## config.mk

```make
export PLATFORM = sky130hd
export DESIGN_NAME = ll_fifo_drain_arbiter
export DESIGN_NICKNAME = d
export VERILOG_FILES = /design/src/rtl/ll_fifo_pkg.sv /design/src/rtl/ll_fifo_drain_arbiter_skid.sv /design/src/rtl/ll_fifo_drain_arbiter.sv
export SDC_FILE = /design/constraint.sdc
export NUM_CORES = 1
export LEC_CHECK = 0
export ABC_AREA = 1
export CAP_MARGIN = 10
export CORE_UTILIZATION = 30
export CTS_CLUSTER_DIAMETER = 40
export DETAILED_ROUTE_END_ITERATION = 6
export HOLD_SLACK_MARGIN = 0.05
export RECOVER_POWER = 100
export SYNTH_ARGS = -nofsm -noshare
export SYNTH_HDL_FRONTEND = slang
export SYNTH_SLANG_ARGS = --single-unit
```

## constraint.sdc

```tcl
create_clock -name clk -period 2.4 [get_ports clk]
set_input_delay 0.36 -clock clk [delete_from_list [all_inputs] [get_ports clk]]
set_output_delay 0.36 -clock clk [all_outputs]
set_load 0.03 [all_outputs]
```

## src/rtl/ll_fifo_pkg.sv

```systemverilog
// ll_fifo_pkg
// Shared types and constants for the linked-list FIFO read-side drain logic.
// Contents:
//   DEFAULT_WIDTH / DEFAULT_NUM_FIFOS / DEFAULT_SEL_WIDTH : default configuration
//   SKID_DEPTH    : entries in the output skid buffer
//   sel_t         : queue-select type for the default configuration
//   drain_state_e : drain sequencer states (RUN, FLUSH, DONE)
//   skid_entry_t  : skid buffer entry {data, sel} for the default configuration
//   sel_width()   : select width for a given queue count (minimum 1 bit)
package ll_fifo_pkg;

  localparam int DEFAULT_WIDTH     = 8;
  localparam int DEFAULT_NUM_FIFOS = 2;
  localparam int DEFAULT_SEL_WIDTH = (DEFAULT_NUM_FIFOS > 1) ? $clog2(DEFAULT_NUM_FIFOS) : 1;
  localparam int SKID_DEPTH        = 2;

  typedef logic [DEFAULT_SEL_WIDTH-1:0] sel_t;

  typedef enum logic [1:0] {
    RUN   = 2'd0,
    FLUSH = 2'd1,
    DONE  = 2'd2
  } drain_state_e;

  typedef struct packed {
    logic [DEFAULT_WIDTH-1:0] data;
    sel_t                     sel;
  } skid_entry_t;

  // A single queue still needs a one-bit select so ports never collapse to zero width.
  function automatic int sel_width(input int n);
    return (n > 1) ? $clog2(n) : 1;
  endfunction

endpackage

```

## src/rtl/ll_fifo_drain_arbiter_skid.sv

```systemverilog
// ll_drain_skid
// Two-entry skid buffer between the pop side of the shared queue and the
// downstream valid/ready stream. Entries are opaque {data, sel} words.
// Ports:
//   clk, rst  : clock, synchronous active-high reset (empties the buffer)
//   wr_en     : write wr_entry at the tail this cycle (caller guarantees space)
//   wr_entry  : entry to write
//   valid     : head entry present (occ != 0)
//   ready     : downstream accepts the head entry this cycle
//   rd_entry  : head entry
//   occ       : current occupancy, 0..2
module ll_drain_skid
  import ll_fifo_pkg::*;
#(
  parameter int ENTRY_W = 9
) (
  input  logic               clk,
  input  logic               rst,
  input  logic               wr_en,
  input  logic [ENTRY_W-1:0] wr_entry,
  output logic               valid,
  input  logic               ready,
  output logic [ENTRY_W-1:0] rd_entry,
  output logic [1:0]         occ
);

  logic [ENTRY_W-1:0] mem [SKID_DEPTH];
  logic               wr_ptr;
  logic               rd_ptr;
  logic [1:0]         occ_q;
  logic               rd_en;

  assign valid    = (occ_q != 2'd0);
  assign rd_en    = valid & ready;
  assign rd_entry = mem[rd_ptr];
  assign occ      = occ_q;

  // Storage carries no reset; occupancy alone decides what is visible.
  // A write while full is only issued together with a read, so the slot
  // overwritten is the one leaving this cycle.
  always_ff @(posedge clk) begin
    if (wr_en) begin
      mem[wr_ptr] <= wr_entry;
    end
  end

  // Pointers and occupancy; simultaneous write and read leave occ unchanged.
  always_ff @(posedge clk) begin
    if (rst) begin
      wr_ptr <= 1'b0;
      rd_ptr <= 1'b0;
      occ_q  <= 2'd0;
    end else begin
      if (wr_en) begin
        wr_ptr <= ~wr_ptr;
      end
      if (rd_en) begin
        rd_ptr <= ~rd_ptr;
      end
      occ_q <= occ_q + {1'b0, wr_en} - {1'b0, rd_en};
    end
  end

endmodule

```

## src/rtl/ll_fifo_drain_arbiter.sv

```systemverilog
// ll_fifo_drain_arbiter
// Read-side master for linked_list_fifo. Pops non-empty queues round-robin,
// captures head data into a 2-entry skid buffer and streams it downstream
// tagged with its source queue. A flush sequencer drains every queue on request.
// Configuration macro: LL_DRAIN_STRICT_PRIO_EN
//   defined   : queue 0 has strict priority, remaining queues round-robin
//   undefined : pure round-robin over all queues
// Ports:
//   clk, rst     : clock, synchronous active-high reset
//   en           : permits pops while in RUN
//   flush        : single-cycle request to drain all queues
//   ll_empty     : per-queue empty flags from linked_list_fifo
//   ll_data_out  : head data of queue ll_pop_sel (combinational from the fifo)
//   ll_pop       : pop strobe to linked_list_fifo
//   ll_pop_sel   : queue being popped
//   m_valid/m_ready/m_data/m_sel : downstream stream, m_sel = source queue
//   flush_done   : one-cycle pulse when a flush completes
//   pop_count    : total pops since reset, wrapping
module ll_fifo_drain_arbiter
  import ll_fifo_pkg::*;
#(
  parameter int WIDTH     = 8,
  parameter int NUM_FIFOS = 2,
  parameter int SEL_WIDTH = sel_width(NUM_FIFOS),
  parameter int CNT_WIDTH = 16
) (
  input  logic                 clk,
  input  logic                 rst,
  input  logic                 en,
  input  logic                 flush,
  input  logic [NUM_FIFOS-1:0] ll_empty,
  input  logic [WIDTH-1:0]     ll_data_out,
  output logic                 ll_pop,
  output logic [SEL_WIDTH-1:0] ll_pop_sel,
  output logic                 m_valid,
  input  logic                 m_ready,
  output logic [WIDTH-1:0]     m_data,
  output logic [SEL_WIDTH-1:0] m_sel,
  output logic                 flush_done,
  output logic [CNT_WIDTH-1:0] pop_count
);

  typedef struct packed {
    logic [WIDTH-1:0]     data;
    logic [SEL_WIDTH-1:0] sel;
  } entry_t;

  localparam int ENTRY_W = WIDTH + SEL_WIDTH;

  drain_state_e         state_q;
  drain_state_e         state_d;
  logic [SEL_WIDTH-1:0] rr_last_q;
  logic [SEL_WIDTH-1:0] grant;
  logic [SEL_WIDTH-1:0] cand;
  logic                 found;
  logic                 space;
  logic                 allowed;
  logic [1:0]           occ;
  logic [CNT_WIDTH-1:0] pop_count_q;
  entry_t               wr_entry;
  entry_t               rd_entry;

  // A pop is allowed only when the skid can take the word this cycle, which
  // includes the full case where the head is leaving downstream at the same time.
  assign space      = (occ < 2'd2) | (m_valid & m_ready);
  assign allowed    = space & ((state_q == FLUSH) | en);
  assign ll_pop     = allowed & found;
  assign ll_pop_sel = grant;
  assign pop_count  = pop_count_q;

  assign wr_entry.data = ll_data_out;
  assign wr_entry.sel  = grant;
  assign m_data        = rd_entry.data;
  assign m_sel         = rd_entry.sel;

  // Round-robin search starting just after the last served queue. With strict
  // priority, a non-empty queue 0 overrides the search; when queue 0 is empty
  // the same search naturally rotates among the others.
  always_comb begin
    grant = '0;
    found = 1'b0;
    cand  = '0;
    for (int i = 1; i <= NUM_FIFOS; i++) begin
      cand = SEL_WIDTH'((int'(rr_last_q) + i) % NUM_FIFOS);
      if (!found && !ll_empty[cand]) begin
        grant = cand;
        found = 1'b1;
      end
    end
`ifdef LL_DRAIN_STRICT_PRIO_EN
    if (!ll_empty[0]) begin
      grant = '0;
    end
`endif
  end

  // Flush sequencer: FLUSH ends only at global empty with nothing buffered or
  // being popped, so pushes arriving mid-flush are drained as well.
  always_comb begin
    state_d    = state_q;
    flush_done = 1'b0;
    case (state_q)
      RUN: begin
        if (flush) begin
          state_d = FLUSH;
        end
      end
      FLUSH: begin
        if ((&ll_empty) && (occ == 2'd0) && !ll_pop) begin
          state_d = DONE;
        end
      end
      DONE: begin
        flush_done = 1'b1;
        state_d    = RUN;
      end
      default: begin
        state_d = RUN;
      end
    endcase
  end

  // State, round-robin pointer and pop counter. Resetting rr_last to the last
  // queue makes queue 0 the first one served.
  always_ff @(posedge clk) begin
    if (rst) begin
      state_q     <= RUN;
      rr_last_q   <= SEL_WIDTH'(NUM_FIFOS - 1);
      pop_count_q <= '0;
    end else begin
      state_q <= state_d;
      if (ll_pop) begin
        pop_count_q <= pop_count_q + CNT_WIDTH'(1);
`ifdef LL_DRAIN_STRICT_PRIO_EN
        if (grant != '0) begin
          rr_last_q <= grant;
        end
`else
        rr_last_q <= grant;
`endif
      end
    end
  end

  ll_drain_skid #(
    .ENTRY_W (ENTRY_W)
  ) u_skid (
    .clk      (clk),
    .rst      (rst),
    .wr_en    (ll_pop),
    .wr_entry (wr_entry),
    .valid    (m_valid),
    .ready    (m_ready),
    .rd_entry (rd_entry),
    .occ      (occ)
  );

endmodule

```

==> results of run 1 <==
-- state kept, by name (all words and copies together), names as in the netlist, named ones only --
signal         flops
rr_last_q          1
u_skid.wr_ptr      1
u_skid.mem        18
u_skid.occ         2
u_skid.rd_ptr      1
state_q            2
pop_count         16
-- power groups by stage --
stage                     registers (mW)  clock network, mW  logic, mW
after floorplan                    0.877                  0      0.357
after global placement             0.884                  0      0.540
after detailed placement           0.887                  0      0.546
after CTS                          0.871              0.486      0.548
after global routing               0.880              0.515      0.564
final                              0.869              0.472      0.514
-- synthesized netlist by cell type (2+ instances only) --
cell type / n
dfxtp_1: 24
nand3_1: 10
nor2_1: 24
nand2_4: 2
nand4_1: 4
edfxtp_1: 18
buf_2: 3
inv_1: 27
a21oi_1: 12
ha_1: 3
nand2_2: 5
inv_2: 4
nor2_2: 4
nor2_4: 3
mux2_2: 9
o21ai_0: 9
nor3_1: 3
nand2_1: 39
-- logic make-up (layout without fill, tap and decap cells) --
kind of cell / after synthesis / count (layout) / share of synthesized area
buffers and inverters: 35 / 87 / 0.07256
adders and majority gates: 3 / 3 / 0.01910
DFF: 42 / 42 / 0.5194
muxes: 9 / 9 / 0.05156
AOI/OAI and AO/OA: 26 / 26 / 0.07639
xor gates and xnor gates: 2 / 2 / 0.008913
and+or+nand+nor: 99 / 99 / 0.2521
-- cells in the final DEF (no fill, tap or decap), drive strengths merged, types with 4 or more instances in the layout --
master         instances
nand2                 46
dlygate4sd3           29
nand4                  4
clkdlybuf4s50         14
a21oi                 13
inv                   32
nor2                  32
clkbuf                 8
o21ai                 11
edfxtp                18
nand3                 11
mux2                   9
dfxtp                 24
-- metrics by stage --
stage | setup WS, ps | utilization | hold WS, ps | area [µm²] | power, mW
floorplan | 693.4 | - | 425.5 | 1966 | 1.234
global placement | 242.3 | 0.3943 | 439.2 | 2504 | 1.425
detailed placement | 238.8 | 0.3943 | 446.9 | 2504 | 1.432
CTS | 123.6 | 0.4091 | 459.7 | 2597 | 1.904
global route | 48.05 | 0.4024 | 502.6 | 2555 | 1.960
finish | 129.3 | 0.4024 | 462.2 | 2555 | 1.854
-- area by class of cell --
class                   instances  area (µm²)  area share
clock buffers                   5       68.82     0.02693
clock inverters                 3       25.02    0.009794
inverters                      31       116.4     0.04554
multi-input cells             139       769.5      0.3012
flip-flops and latches         42        1021      0.3996
well taps                      77       96.34     0.03771
repair buffers                 48       457.9      0.1792
-- worst paths after layout --
check	cells past startpoint	start	endpoint
worst max register to register	6	u_skid.occ[1]$_SDFF_PP0_	u_skid.mem[0][2]$_DFFE_PP_
worst min register to register	1	u_skid.rd_ptr$_SDFFE_PP0P_	u_skid.rd_ptr$_SDFFE_PP0P_
worst max-delay path	5	ll_empty[0]	ll_pop
worst min-delay path	1	u_skid.rd_ptr$_SDFFE_PP0P_	u_skid.rd_ptr$_SDFFE_PP0P_
-- routing by layer --
metal  up-vias  GRT usage  part of all wire
met5         -          0                 0
met4         0    0.03762             0.011
met3         5    0.03976             0.051
met2        41     0.1885              0.44
met1       676     0.1659              0.50
li1        804          -                 -
-- worst max-delay path: stages --
cell and delay (ps):
dlygate4sd3_1 550, nand2_1 130, o21ai_4 90, nor2_8 110
clkdlybuf4s50_1 660
==> reports/qor.txt, run 1 <==
WP data arrival: 1910 ps
Clock Path Buffers: 2
Post-synth EDFFs: 18
status: finished clean
Main synth FF type: dfxtp_1
synthesized instance count: 216
Hold Crit Class: flop to flop
Seq pwr share: 0.468
# rows: 29
hold-fix buffers at CTS: 0
routed via count: 1526
global route overflow: 0
ys async rst share: 0
share of layout cells above drive strength 1: 0.1343
combinational power share: 0.277
MaxCap Viol Count: 0
total CTS buffers: 5
TritonCTS clock tree: yes
Sw Ratio: 0.3265
critical path required time: 2040 ps
fin crit period: 2271 ps
fill count: 643
setup bufs post-CTS: 0
DRT Wirelength: 3899 µm
post-detail-place hpwl: 2867 µm
Skew-Pair Late Insertion Delay: 300 ps
Psw: 0.6054 mW
die area: 6880 µm²
n_diodes: 0
kind of critical path: primary input to output pin
drt wl/cell: 11.30 µm
I/O pins: 44
CP Launch Type: primary input
root buf cell: clkbuf_8
H-tree depth: 2
initial antenna violation count: 0
P&R area growth vs syn: 29.98%
Yosys Warn Count: 0
crit end category: output pin
reg2reg setup slack: 550 ps
final setup TNS: 0 ps
# nets final: 285
PwrDens: 725.8 nW/µm²
PortBufs: 43
dpl cells: 337
largest net degree at the start of global routing: 16
vias per std cell: 4.423
Synth Register Bits: 42
count of cell types in the netlist: 31
initial core utilization: 0.3096
slew at the pin closest to its max-slew limit: 553.4 ps
Clock Power Share: 0.255
fmax: 0.4404 GHz
Slew HR: 0.6310
# DRC: 0
Die Y-Extent: 82.95 µm
first-pass GRT wire length: 6706 µm
Synth top area share: 0.2750
final std cells w/o fill: 345
Starting DRT DRC Count: 60
CP max FO: 2
final hold violation count: 0
number of nets with antenna violations after routing: 0
Slew Viols, Final: 0
Seq/Total Area, Yosys: 0.5194
DR pass1 iterations: 6
endpoints failing setup: 0
post-synth net total: 234
Die X: 82.95 µm
Synth Cell Area: 1966 µm²
Max IR drop VDD: 413.0 µV
Core Area: 6350 µm²
unrepaired setup endpoints after global routing: false
routability congestion estimate: 0.7421
internal power: 1.249 mW
largest area contributor in the netlist: edfxtp_1
LEAKAGE: 1.016 nW
Sink Count: 42
Tcrit/Tclk final: 0.9461
total track usage: 0.1233
Resized Gates After CTS: 0
vias in the first global route: 1407
Worst-path clk slew: 90 ps
largest cells by area after synthesis: edfxtp_1 (27%), dfxtp_1 (24%), nand2_1 (7.4%), inv_1 (5.2%), mux2_2 (5.2%)
Syn Area/Cell: 9.100 µm²
Max Clock Skew: 10.17 ps
(Power assumes the default switching activity.)
==> run 2, diff against run 1 <==
--- a/config.mk
+++ b/config.mk
@@ -10,6 +10,7 @@
 export CORE_UTILIZATION = 30
 export CTS_CLUSTER_DIAMETER = 40
 export DETAILED_ROUTE_END_ITERATION = 6
+export GPL_ROUTABILITY_DRIVEN = 0
 export HOLD_SLACK_MARGIN = 0.05
 export RECOVER_POWER = 100
 export SYNTH_ARGS = -nofsm -noshare
==> results of run 2 <==
Same layout as run 1: the final DEF is identical, and so are final timing and power.
